==> src/rtl/micro_decode_table_pkg.sv <==
`default_nettype none
// ============================================================================
//  Module      : micro_decode_pkg
//  Description : Shared types and constants for the micro-command decode
//                table: micro-command field constants, the packed
//                micro-command and table-entry types, and the 12-entry
//                default table loaded at reset.
//  Revision    : 1.0 - initial release
// ============================================================================
package micro_decode_pkg;

    localparam int C_PATTERN_LEN = 15;
    localparam int C_MICRO_LEN   = 13;
    localparam int C_DEFAULT_NR  = 12;

    // Micro-command field constants, already placed at their bit positions
    // so that entries can be built by OR-ing them together.
    localparam logic [12:0] REGEN       = 13'h1000;
    localparam logic [12:0] PCJEN       = 13'h0800;
    localparam logic [12:0] PCREN       = 13'h0400;
    localparam logic [12:0] MWEN_NONE   = 13'h0000;
    localparam logic [12:0] MWEN_B      = 13'h0100;
    localparam logic [12:0] MWEN_H      = 13'h0200;
    localparam logic [12:0] MWEN_W      = 13'h0300;
    localparam logic [12:0] MREN_NONE   = 13'h0000;
    localparam logic [12:0] MREN_B      = 13'h0040;
    localparam logic [12:0] MREN_H      = 13'h0080;
    localparam logic [12:0] MREN_W      = 13'h00C0;
    localparam logic [12:0] ALUOP_ADD   = 13'h0000;
    localparam logic [12:0] IMM_TYPE_R  = 13'h0000;
    localparam logic [12:0] IMM_TYPE_I  = 13'h0001;
    localparam logic [12:0] IMM_TYPE_S  = 13'h0002;
    localparam logic [12:0] IMM_TYPE_SB = 13'h0003;
    localparam logic [12:0] IMM_TYPE_UJ = 13'h0005;
    localparam logic [12:0] IMM_TYPE_U  = 13'h0006;

    // Compare masks over {func7, func3, opcode[6:2]}
    localparam logic [14:0] MASK_OP   = 15'b0000000_000_11111;
    localparam logic [14:0] MASK_F3OP = 15'b0000000_111_11111;
    localparam logic [14:0] MASK_ALL  = 15'b1111111_111_11111;

    typedef struct packed {
        logic       regen;
        logic       pcjen;
        logic       pcren;
        logic [1:0] mwen;
        logic [1:0] mren;
        logic [2:0] aluop;
        logic [2:0] imm;
    } micro_t;

    typedef struct packed {
        logic                     en;
        logic [C_PATTERN_LEN-1:0] pattern;
        logic [C_PATTERN_LEN-1:0] mask;
        micro_t                   micro;
    } entry_t;

    localparam entry_t DEFAULT_TABLE [C_DEFAULT_NR] = '{
        '{1'b1, 15'b0000000_000_01101, MASK_OP,   REGEN | ALUOP_ADD | IMM_TYPE_U},          // LUI
        '{1'b1, 15'b0000000_000_00101, MASK_OP,   REGEN | PCREN | ALUOP_ADD | IMM_TYPE_U},  // AUIPC
        '{1'b1, 15'b0000000_000_11011, MASK_OP,   REGEN | PCJEN | IMM_TYPE_UJ},             // JAL
        '{1'b1, 15'b0000000_000_11001, MASK_F3OP, REGEN | PCJEN | IMM_TYPE_I},              // JALR
        '{1'b1, 15'b0000000_000_00000, MASK_F3OP, REGEN | MREN_B | IMM_TYPE_I},             // LB
        '{1'b1, 15'b0000000_001_00000, MASK_F3OP, REGEN | MREN_H | IMM_TYPE_I},             // LH
        '{1'b1, 15'b0000000_010_00000, MASK_F3OP, REGEN | MREN_W | IMM_TYPE_I},             // LW
        '{1'b1, 15'b0000000_000_01000, MASK_F3OP, MWEN_B | IMM_TYPE_S},                     // SB
        '{1'b1, 15'b0000000_001_01000, MASK_F3OP, MWEN_H | IMM_TYPE_S},                     // SH
        '{1'b1, 15'b0000000_010_01000, MASK_F3OP, MWEN_W | IMM_TYPE_S},                     // SW
        '{1'b1, 15'b0000000_000_00100, MASK_F3OP, REGEN | ALUOP_ADD | IMM_TYPE_I},          // ADDI
        '{1'b1, 15'b0000000_000_11100, MASK_ALL,  IMM_TYPE_R}                               // EBREAK
    };

    // Reset image of entry i: defaults for the low entries, disabled beyond.
    // Searching instead of indexing keeps the lookup in range for any i.
    function automatic entry_t reset_entry(input int i);
        entry_t e;
        e = '0;
        for (int k = 0; k < C_DEFAULT_NR; k++) begin
            if (k == i) begin
                e = DEFAULT_TABLE[k];
            end
        end
        return e;
    endfunction

endpackage
`default_nettype wire

==> src/rtl/micro_decode_table_if.sv <==
`default_nettype none
// ============================================================================
//  Module      : micro_decode_table_if
//  Description : Valid/ready decode stream. The slave modport is the decode
//                stage (takes in_*, drives in_ready and out_*); the master
//                modport is fetch + execute around it.
//  Ports       : in_valid/in_ready/in_inst  - compressed instruction in
//                out_valid/out_ready/out_*  - decoded micro-command out
//  Revision    : 1.0 - initial release
// ============================================================================
interface micro_decode_table_if #(
    parameter int PATTERN_LEN = 15,
    parameter int MICRO_LEN   = 13,
    parameter int IDX_W       = 4
);
    logic                   in_valid;
    logic                   in_ready;
    logic [PATTERN_LEN-1:0] in_inst;
    logic                   out_valid;
    logic                   out_ready;
    logic [MICRO_LEN-1:0]   out_micro;
    logic                   out_hit;
    logic [IDX_W-1:0]       out_idx;

    modport slave (
        input  in_valid, in_inst, out_ready,
        output in_ready, out_valid, out_micro, out_hit, out_idx
    );

    modport master (
        output in_valid, in_inst, out_ready,
        input  in_ready, out_valid, out_micro, out_hit, out_idx
    );
endinterface
`default_nettype wire

==> src/rtl/micro_decode_table_prio_match_enc.sv <==
`default_nettype none
// ============================================================================
//  Module      : prio_match_enc
//  Description : Priority encoder over the per-entry match vector. Reports
//                whether any entry matched and the lowest matching index
//                (0 when nothing matched).
//  Ports       : i_match [N]     - one bit per table entry
//                o_any           - at least one bit set
//                o_idx [IDX_W]   - lowest set bit position
//  Revision    : 1.0 - initial release
// ============================================================================
module prio_match_enc #(
    parameter int N     = 16,
    parameter int IDX_W = $clog2(N)
) (
    input  wire logic [N-1:0]     i_match,
    output logic                  o_any,
    output logic [IDX_W-1:0]      o_idx
);

    // Scan from the top down so the last assignment is the lowest index.
    always_comb begin
        o_any = |i_match;
        o_idx = '0;
        for (int i = N - 1; i >= 0; i--) begin
            if (i_match[i]) begin
                o_idx = IDX_W'(i);
            end
        end
    end

endmodule
`default_nettype wire

==> src/rtl/micro_decode_table.sv <==
`default_nettype none
// ============================================================================
//  Module      : micro_decode_table
//  Description : Runtime-programmable instruction -> micro-command decode
//                table with a one-deep registered valid/ready output stage.
//                Each entry is {en, pattern, mask, micro}; lowest matching
//                index wins. Tracks a sticky illegal flag and a lookup count.
//  Ports       : clk, rst_n (async, active-low)
//                cfg_we/cfg_idx/cfg_en/cfg_pattern/cfg_mask/cfg_micro
//                                        - single-entry table write port
//                bus (slave)             - in_* / out_* decode stream
//                illegal_sticky, clr_illegal - miss flag and its clear
//                lookup_cnt              - accepted-input counter (wraps)
//  Revision    : 1.0 - initial release
// ============================================================================
module micro_decode_table
    import micro_decode_pkg::*;
#(
    parameter int PATTERN_LEN = C_PATTERN_LEN,
    parameter int MICRO_LEN   = C_MICRO_LEN,
    parameter int ENTRY_NR    = 16,
    parameter int CNT_W       = 32,
    localparam int IDX_W      = $clog2(ENTRY_NR)
) (
    input  wire logic                   clk,
    input  wire logic                   rst_n,
    input  wire logic                   cfg_we,
    input  wire logic [IDX_W-1:0]       cfg_idx,
    input  wire logic                   cfg_en,
    input  wire logic [PATTERN_LEN-1:0] cfg_pattern,
    input  wire logic [PATTERN_LEN-1:0] cfg_mask,
    input  wire logic [MICRO_LEN-1:0]   cfg_micro,
    micro_decode_table_if.slave         bus,
    output logic                        illegal_sticky,
    input  wire logic                   clr_illegal,
    output logic [CNT_W-1:0]            lookup_cnt
);

    entry_t               r_table [ENTRY_NR];
    entry_t               w_cfg_entry;
    entry_t               w_sel;
    logic [ENTRY_NR-1:0]  w_match;
    logic                 w_any;
    logic [IDX_W-1:0]     w_idx;
    logic                 w_xfer;

    logic                 r_out_valid;
    logic [MICRO_LEN-1:0] r_out_micro;
    logic                 r_out_hit;
    logic [IDX_W-1:0]     r_out_idx;
    logic                 r_illegal;
    logic [CNT_W-1:0]     r_cnt;

    // ------------------------------------------------------------------
    // Table storage. Lookups read r_table combinationally, so a write in
    // the same cycle as a transfer is only visible to later lookups.
    // ------------------------------------------------------------------
    assign w_cfg_entry = '{en:      cfg_en,
                           pattern: cfg_pattern,
                           mask:    cfg_mask,
                           micro:   micro_t'(cfg_micro)};

    always_ff @(posedge clk or negedge rst_n) begin
        if (!rst_n) begin
            for (int i = 0; i < ENTRY_NR; i++) begin
                r_table[i] <= reset_entry(i);
            end
        end else if (cfg_we && (int'(cfg_idx) < ENTRY_NR)) begin
            r_table[cfg_idx] <= w_cfg_entry;
        end
    end

    // ------------------------------------------------------------------
    // Masked compare per entry, then lowest-index priority select.
    // ------------------------------------------------------------------
    generate
        for (genvar gi = 0; gi < ENTRY_NR; gi++) begin : g_match
            assign w_match[gi] = r_table[gi].en &&
                ((bus.in_inst & r_table[gi].mask) == (r_table[gi].pattern & r_table[gi].mask));
        end
    endgenerate

    prio_match_enc #(
        .N     (ENTRY_NR),
        .IDX_W (IDX_W)
    ) u_prio (
        .i_match (w_match),
        .o_any   (w_any),
        .o_idx   (w_idx)
    );

    assign w_sel = r_table[w_idx];

    // ------------------------------------------------------------------
    // One-deep output register. A stalled result stays bit-stable until
    // the consumer takes it; a miss still produces a valid (zero) result
    // so the consumer can trap on out_hit=0.
    // ------------------------------------------------------------------
    assign bus.in_ready = !r_out_valid || bus.out_ready;
    assign w_xfer       = bus.in_valid && bus.in_ready;

    always_ff @(posedge clk or negedge rst_n) begin
        if (!rst_n) begin
            r_out_valid <= 1'b0;
            r_out_micro <= '0;
            r_out_hit   <= 1'b0;
            r_out_idx   <= '0;
        end else if (w_xfer) begin
            r_out_valid <= 1'b1;
            r_out_hit   <= w_any;
            r_out_idx   <= w_idx;
            r_out_micro <= w_any ? MICRO_LEN'(w_sel.micro) : '0;
        end else if (bus.out_ready) begin
            r_out_valid <= 1'b0;
        end
    end

    assign bus.out_valid = r_out_valid;
    assign bus.out_micro = r_out_micro;
    assign bus.out_hit   = r_out_hit;
    assign bus.out_idx   = r_out_idx;

    // Accepted miss has priority over a same-cycle clear.
    always_ff @(posedge clk or negedge rst_n) begin
        if (!rst_n) begin
            r_illegal <= 1'b0;
        end else if (w_xfer && !w_any) begin
            r_illegal <= 1'b1;
        end else if (clr_illegal) begin
            r_illegal <= 1'b0;
        end
    end

    always_ff @(posedge clk or negedge rst_n) begin
        if (!rst_n) begin
            r_cnt <= '0;
        end else if (w_xfer) begin
            r_cnt <= r_cnt + 1'b1;
        end
    end

    assign illegal_sticky = r_illegal;
    assign lookup_cnt     = r_cnt;

endmodule
`default_nettype wire

==> src/flat_wrapper.sv <==
// flat-port wrapper written by rule: the top's interface ports become plain ports
module micro_decode_table_flat import micro_decode_pkg::*;
#(
    parameter int PATTERN_LEN = C_PATTERN_LEN,
    parameter int MICRO_LEN   = C_MICRO_LEN,
    parameter int ENTRY_NR    = 16,
    parameter int CNT_W       = 32,
    localparam int IDX_W      = $clog2(ENTRY_NR)
)
  (clk, rst_n, cfg_we, cfg_idx, cfg_en, cfg_pattern, cfg_mask, cfg_micro, illegal_sticky, clr_illegal, lookup_cnt, bus_in_valid, bus_in_inst, bus_out_ready, bus_in_ready, bus_out_valid, bus_out_micro, bus_out_hit, bus_out_idx);
  micro_decode_table_if #(.PATTERN_LEN(PATTERN_LEN), .MICRO_LEN(MICRO_LEN), .IDX_W((4))) bus_i ();
  input  wire logic clk;
  input  wire logic rst_n;
  input  wire logic cfg_we;
  input  wire logic [IDX_W-1:0] cfg_idx;
  input  wire logic cfg_en;
  input  wire logic [PATTERN_LEN-1:0] cfg_pattern;
  input  wire logic [PATTERN_LEN-1:0] cfg_mask;
  input  wire logic [MICRO_LEN-1:0] cfg_micro;
  output logic illegal_sticky;
  input  wire logic clr_illegal;
  output logic [CNT_W-1:0] lookup_cnt;
  input wire logic [$bits(bus_i.in_valid)-1:0] bus_in_valid;
  input wire logic [$bits(bus_i.in_inst)-1:0] bus_in_inst;
  input wire logic [$bits(bus_i.out_ready)-1:0] bus_out_ready;
  output wire logic [$bits(bus_i.in_ready)-1:0] bus_in_ready;
  output wire logic [$bits(bus_i.out_valid)-1:0] bus_out_valid;
  output wire logic [$bits(bus_i.out_micro)-1:0] bus_out_micro;
  output wire logic [$bits(bus_i.out_hit)-1:0] bus_out_hit;
  output wire logic [$bits(bus_i.out_idx)-1:0] bus_out_idx;
  assign bus_i.in_valid = bus_in_valid;
  assign bus_i.in_inst = bus_in_inst;
  assign bus_i.out_ready = bus_out_ready;
  assign bus_in_ready = bus_i.in_ready;
  assign bus_out_valid = bus_i.out_valid;
  assign bus_out_micro = bus_i.out_micro;
  assign bus_out_hit = bus_i.out_hit;
  assign bus_out_idx = bus_i.out_idx;
  micro_decode_table #(.PATTERN_LEN(PATTERN_LEN), .MICRO_LEN(MICRO_LEN), .ENTRY_NR(ENTRY_NR), .CNT_W(CNT_W)) u_core (.clk(clk), .rst_n(rst_n), .cfg_we(cfg_we), .cfg_idx(cfg_idx), .cfg_en(cfg_en), .cfg_pattern(cfg_pattern), .cfg_mask(cfg_mask), .cfg_micro(cfg_micro), .bus(bus_i), .illegal_sticky(illegal_sticky), .clr_illegal(clr_illegal), .lookup_cnt(lookup_cnt));
endmodule
==> config.mk <==
export PLATFORM = sky130hd
export DESIGN_NAME = micro_decode_table_flat
export DESIGN_NICKNAME = d
export VERILOG_FILES = /design/src/rtl/micro_decode_table_pkg.sv /design/src/rtl/micro_decode_table_if.sv /design/src/rtl/micro_decode_table_prio_match_enc.sv /design/src/rtl/micro_decode_table.sv /design/src/flat_wrapper.sv
export SDC_FILE = /design/constraint.sdc
export NUM_CORES = 1
export LEC_CHECK = 0
export ABC_CLOCK_PERIOD_IN_PS = 3400
export BUFFER_PORTS_ARGS = -buffer_cell sky130_fd_sc_hd__clkbuf_2
export CAP_MARGIN = 20
export CORE_MARGIN = 4
export CORE_UTILIZATION = 50
export DETAILED_ROUTE_END_ITERATION = 10
export GPL_ROUTABILITY_DRIVEN = 0
export PLACE_DENSITY = 0.67
export SLEW_MARGIN = 20
export SYNTH_ARGS = -nofsm -noshare
export SYNTH_HDL_FRONTEND = slang
export SYNTH_SLANG_ARGS = --single-unit
export TNS_END_PERCENT = 5
==> constraint.sdc <==
create_clock -name clk -period 3.4 [get_ports clk]
set_input_delay 0.34 -clock clk [delete_from_list [all_inputs] [get_ports clk]]
set_output_delay 0.34 -clock clk [all_outputs]
set_load 0.005 [all_outputs]
# Word level (Yosys, flattened, before mapping)
# Cells that the tools add are included.
# W data, S select, Z words.
[classes]
shift = 0
muxes = 27
n_lt_le_gt_ge = 3
bitwise_logic = 34
n_reduce_logical = 25
div_mod_pow = 0
n_eq_ne = 16
n_addsub = 1
mul = 0
[ops]
columns = ["cell", "count"]
rows = [
  ["$bwmux W704", 1],
  ["$and A15 B15 Y15", 32],
  ["$eq A15 B15 Y1", 16],
  ["$bmux W44 S4", 1],
  ["$demux W44 S4", 1],
  ["$mux W4", 16],
  ["$mux W44", 1],
  ["$mux W13", 3],
  ["$add A32 B1 Y32 const B", 1],
  ["$logic_and A1 B1 Y1", 19],
  ["$reduce_or A16 Y1", 1],
  ["$ge A5 B5 Y1 const B", 2],
  ["$not A4 Y5", 2],
  ["$lt A5 B1 Y1 const B", 1],
  ["$mux W1", 4],
  ["$reduce_bool A2 Y1", 2],
  ["$logic_not A1 Y1", 2],
  ["$logic_or A1 B1 Y1", 1],
]
[word_totals]
ramBits = 0
rom_bits = 0
register_bits = 756
latch_bits = 0
wordCells = 272
input_bits = 69
mem_count = 0
out_inout_bits = 53

# Logic depth before layout (Yosys ltp)
[depth]
ltp_word = 24
mapped_depth = 14
depth_no_buf = 10

# Modules after synthesis
# From an unflattened synthesis, not the netlist that was laid out.
[unflattened]
cells_unflattened = 2332
hier_area_um2 = 33821.2
[by_module_without_submodules]
columns = ["mod", "cells_per_inst", "area_each_um2", "instances", "seq_area_each_um2"]
rows = [
  ["micro_decode_table", 2298, 33644.8, 1, 19120.8],
  ["prio_match_enc", 34, 176.4, 1, 0.0],
]

# Least setup slack after synthesis
# OpenSTA, ideal clock, no wires.
[synth_timing]
path_kind = "input to register"
startpoint = "in bus_in_inst[2]"
endpoint = "reg u_core.r_out_micro[10] (netlist: u_core.bus.out_micro[10])"
path_stages = 13
setup_time_ns = 0.140
path_buffers = 3
slack_ns = 0.589
t_required_ns = 3.260
arrival_ns = 2.670
path_cell_list = "buf_4 -> buf_6 -> xor2_1 -> a22oi_1 -> nand4_1 -> nor2_1 -> a211oi_1 -> o31a_1 -> o21ai_2 -> buf_4 -> mux2_1 -> a2111oi_2 -> o211ai_2"
[synth_via]
elab_chain_len = 24
word_cells_on_any_way = 70
classes_between = "eq/ne (16); mux (20); bitwise (17); reduce/logical (17)"
[synth_rtl]
columns = ["item", "line_no", "text"]
rows = [
  ["start: declaration", "flat_wrapper.sv:24", "input wire logic [$bits(bus_i.in_inst)-1:0] bus_in_inst;"],
  ["$and A15 B15 Y15", "micro_decode_table.sv:79", "((bus.in_inst & r_table[gi].mask) == (r_table[gi].pattern & r_table[gi].mask));"],
  ["$eq A15 B15 Y1", "micro_decode_table.sv:79", ""],
  ["$logic_and A1 B1 Y1", "micro_decode_table.sv:78", "assign w_match[gi] = r_table[gi].en &&"],
  ["$mux W4 (16 in series)", "micro_decode_table_prio_match_enc.sv:26", "if (i_match[i]) begin"],
  ["$not A4 Y5 (implied by the code)", "micro_decode_table.sv:92", "assign w_sel = r_table[w_idx];"],
  ["$bmux W44 S4", "micro_decode_table.sv:92", ""],
  ["$mux W13 (implied by the code) (2 in series)", "micro_decode_table.sv:92", ""],
  ["$mux W13 *", "micro_decode_table.sv:112", "r_out_micro <= w_any ? MICRO_LEN'(w_sel.micro) : '0;"],
  ["end signal: assignment", "micro_decode_table.sv:112", ""],
  ["end: declaration", "micro_decode_table.sv:48", "logic [MICRO_LEN-1:0] r_out_micro;"],
]
# Every way passes the cells marked *; elsewhere a longest branch is shown, timed or not. The select of a mux whose other input is x is not followed.
# A chain may end at the register's enable or synchronous reset.

# Worst setup path after layout
[layout_timing]
startpoint = "reg u_core.r_table[208] (netlist bit)"
endpoint = "reg u_core.r_out_micro[2] (netlist: u_core.bus.out_micro[2])"
[layout_via]
elab_chain_len = 20
word_cells_on_any_way = 21
classes_between = "eq/ne (1); mux (16); bitwise (2); reduce/logical (2)"
[layout_rtl]
columns = ["item", "line_no", "text"]
rows = [
  ["start: declaration", "micro_decode_table.sv:39", "entry_t r_table [ENTRY_NR];"],
  ["start signal: indexed assignment", "micro_decode_table.sv:66", "r_table[i] <= reset_entry(i);"],
  ["start signal: indexed assignment", "micro_decode_table.sv:69", "r_table[cfg_idx] <= w_cfg_entry;"],
  ["$and A15 B15 Y15 *", "micro_decode_table.sv:79", ""],
  ["$eq A15 B15 Y1 *", "micro_decode_table.sv:79", ""],
  ["$logic_and A1 B1 Y1 *", "micro_decode_table.sv:78", ""],
  ["$mux W4 (12 in series)", "micro_decode_table_prio_match_enc.sv:26", ""],
  ["$not A4 Y5 (implied by the code)", "micro_decode_table.sv:92", ""],
  ["$bmux W44 S4", "micro_decode_table.sv:92", ""],
  ["$mux W13 (implied by the code) (2 in series)", "micro_decode_table.sv:92", ""],
  ["$mux W13 *", "micro_decode_table.sv:112", ""],
]
# Marked as above.

==> results.ini <==
[pwr]
vdd_drop_max_mv=0.425
cellLeakagePower_nw=17.3
p_per_area_nw_per_um2=719
power_mw=28.4

[critical_path]
critPathMaxStageDelay_ns=0.53
cp-end-kind=flip-flop
path_class=reg2reg
worstRegToRegCells=12
cp-start-kind=flip-flop
crit_chain=xor2_1 -> a22oi_2 -> nand4_1 -> nor3_4 -> buf_4 -> or2_1 -> o311ai_1 -> nand3b_1 -> and2_1 -> buf_4 -> a221o_1 -> o211ai_1
crit_top_cell=buf_4
worst-path-max-fanout=7
crit_path_top_delay_cell=dfstp_2
arrival_ns=3.81
cp.required_ns=3.94
crit_buf_inv=2
worstSetupPathDepth=12
path_delay_family=compound AO/OA/AOI/OAI gates

[sta]
worst_pin_slew_ns=1.10
drv_slew=0
hold_violations=0
setup_viol=0
tns_ns=0
fmax_ghz=0.306
fin_crit_ns=3.27
fin_skew_ns=0.0181
slew_headroom_pct=26.2
timing.final.crit_share_pct=96.1

[global_route]
grt_pass1_vias=22075
grt_max_degree=106
groute.usage.overall_pct=25.1
grt_remaining_overflow=0
grt_pass1_wl_mm=139
antenna_found_initial=4

[synthesis]
ys_seq_elements=756
syn_avg_cell_area_um2=14.1
synthArstFlopShare_pct=100
synth_edf_count=0
yosysMostFrequentCell=mux2_2
synth-seq-area-share_pct=55.9
synthTopCellsByArea=dfrtp_1 (43%), mux2_2 (24%), dfstp_2 (12%)
yosys-top-cells-count=mux2_2 (731), dfrtp_1 (594), xor2_1 (247)
syn_area_um2=34200
synth_top_area_cell=dfrtp_1
synthCells=2420
synth_top_area_share_pct=43.5
yosys_warnings=0
ys.flop_type=dfrtp_1
synth_fp_nets=2490
synthDistinctLibCells=61

[cells_and_area]
fin_util_pct=58.6
fin_nets=2698
seqCellArea_um2=19100
drive_above_1_share_pct=50.9
area.growth.synth_to_final_pct=15.6
nFillCells=5310
multiInputGateArea_um2=14300

[cts]
clkLatencyLatePin_ns=0.62
clockBufferDepth=3
clk_pin_slew_ns=0.06
cts-root-buf=clkbuf_16
cts.sinks=756
cts_tree=done
cts-buffers-inserted=79
cts_max_level=3

[routing]
routed_wl_mm=91.8
vias_per_cell=5.82
drtIter0Drc=1338
drc_errors=0
drtPass1Iterations=5
vias=20788
drtAntennaViolNets=0
wl_per_cell_um=25.7

[hold_path]
hold_path_class=in2reg
holdPathStages=3

[floorplanning]
boundaryPins=122
core_area_um2=67500
die_h_um=270
initial_utilization_pct=50.7
die_area_um2=72600
row_count=95
die_x_um=270

[run]
maxCapViolations=0

[placed_design]
port_buffers=121
dp.final_hpwl_mm=58.2

[status]
status=completed

[state kept, by name, indices dropped and copies added (netlist names)]
register	cells
u_core.bus.out_hit	1
u_core.bus.out_idx	4
u_core.bus.out_micro	13
u_core.bus.out_valid	1
u_core.illegal_sticky	1
u_core.lookup_cnt	32
u_core.r_table	704
[tightest hold or removal path, stage by stage]
cell      delay, ns
clkbuf_2       0.07
nand2b_1       0.16
nand2b_1       0.07
[cell usage in the layout (no fill, tap or decap), drive strengths merged, types with 2 or more instances in the layout]
cell	count
inv	5
or2	6
or3	2
diode	2
nand2	77
or4	2
mux2i	65
o21a	2
xor2	247
nor2	28
and3	10
a22oi	119
o21ai	5
clkbuf	242
nand4	27
and4	2
a221o	13
mux2	742
xnor2	24
and2	4
o211ai	14
a221oi	16
nor4	3
dfrtp	594
dlygate4sd3	3
nand3	22
nor3	20
a22o	16
bufinv	6
clkinv	16
nor2b	4
a21boi	6
dfstp	162
nand2b	5
buf	174
[cell type report]
cell class                 count  share of cell area, %
clock inverter                25                  0.725
tap                          873                   2.76
timing repair buffer         297                   5.96
sequential                   756                   48.4
clock buffer                 122                   5.98
antenna                        2                 0.0127
multi-input combinational   1492                   36.2
inverter                       2                 0.0190
[repair_timing]
action / in CTS / in global routing
hold buffers: 3 / 0
setup endpoints to repair: 12 / 13
setup buffers: 2 / 1
endpoints found under the hold margin: 34 / 0
pin swaps: 2 / 3
resized for setup: 0 / 8
[metal layers]
metal  track usage [%]  up-vias  part of all wire, %
met5                 0        -                0.014
met1              34.2    11050                   44
li1                  -     9056                    -
met4              8.93        2                  3.6
met3              4.43      188                  4.3
met2              40.6      492                   48
[worst paths after layout]
kind                                        from                      end  slack, ns
max                          u_core.r_table[208]  u_core.bus.out_micro[2]       0.13
max in group asynchronous                  rst_n      u_core.r_table[353]       1.99
min in group asynchronous                  rst_n        u_core.r_table[8]       0.30
min                                bus_out_ready     u_core.bus.out_valid       0.06
max reg2reg                  u_core.r_table[208]  u_core.bus.out_micro[2]       0.13
min reg2reg                u_core.lookup_cnt[31]    u_core.lookup_cnt[31]       0.47
[through the flow]
| step | hold slack [ns] | cell area, um2 | instances | worst slack, ns |
|---|---|---|---|---|
| after floorplan | 0.0444 | 34200 | 2420 | 0.589 |
| after global routing | 0.0541 | 39500 | 3569 | -0.00263 |
| after detailed placement | 0.341 | 36800 | 3414 | -0.248 |
| after CTS | 0.0237 | 39500 | 3566 | 0.0469 |
| final | 0.0563 | 39500 | 3569 | 0.133 |
| after global placement | 0.332 | 36800 | 3414 | -0.230 |
[kinds of logic (layout without fill, tap and decap cells)]
group | Yosys count | in the layout | synth area share, %
other | 0 | 2 | 0
and+or+nand+nor | 215 | 215 | 3.22
buffers and inverters | 172 | 446 | 2.67
xor gates and xnor gates | 271 | 271 | 6.94
adders and majority gates | 1 | 1 | 0.0366
AOI/OAI and AO/OA | 198 | 198 | 4.88
muxes | 807 | 807 | 26.3
DFF | 756 | 756 | 55.9
[power by group]
group / internal (mW) / leakage [nW] / switching (mW)
Sequential: 11.4 / 9.05 / 1.24
Combinational: 3.60 / 6.96 / 3.35
Clock: 5.25 / 1.31 / 3.56
Total: 20.3 / 17.3 / 8.16
Power figures use the tool's default switching activity.
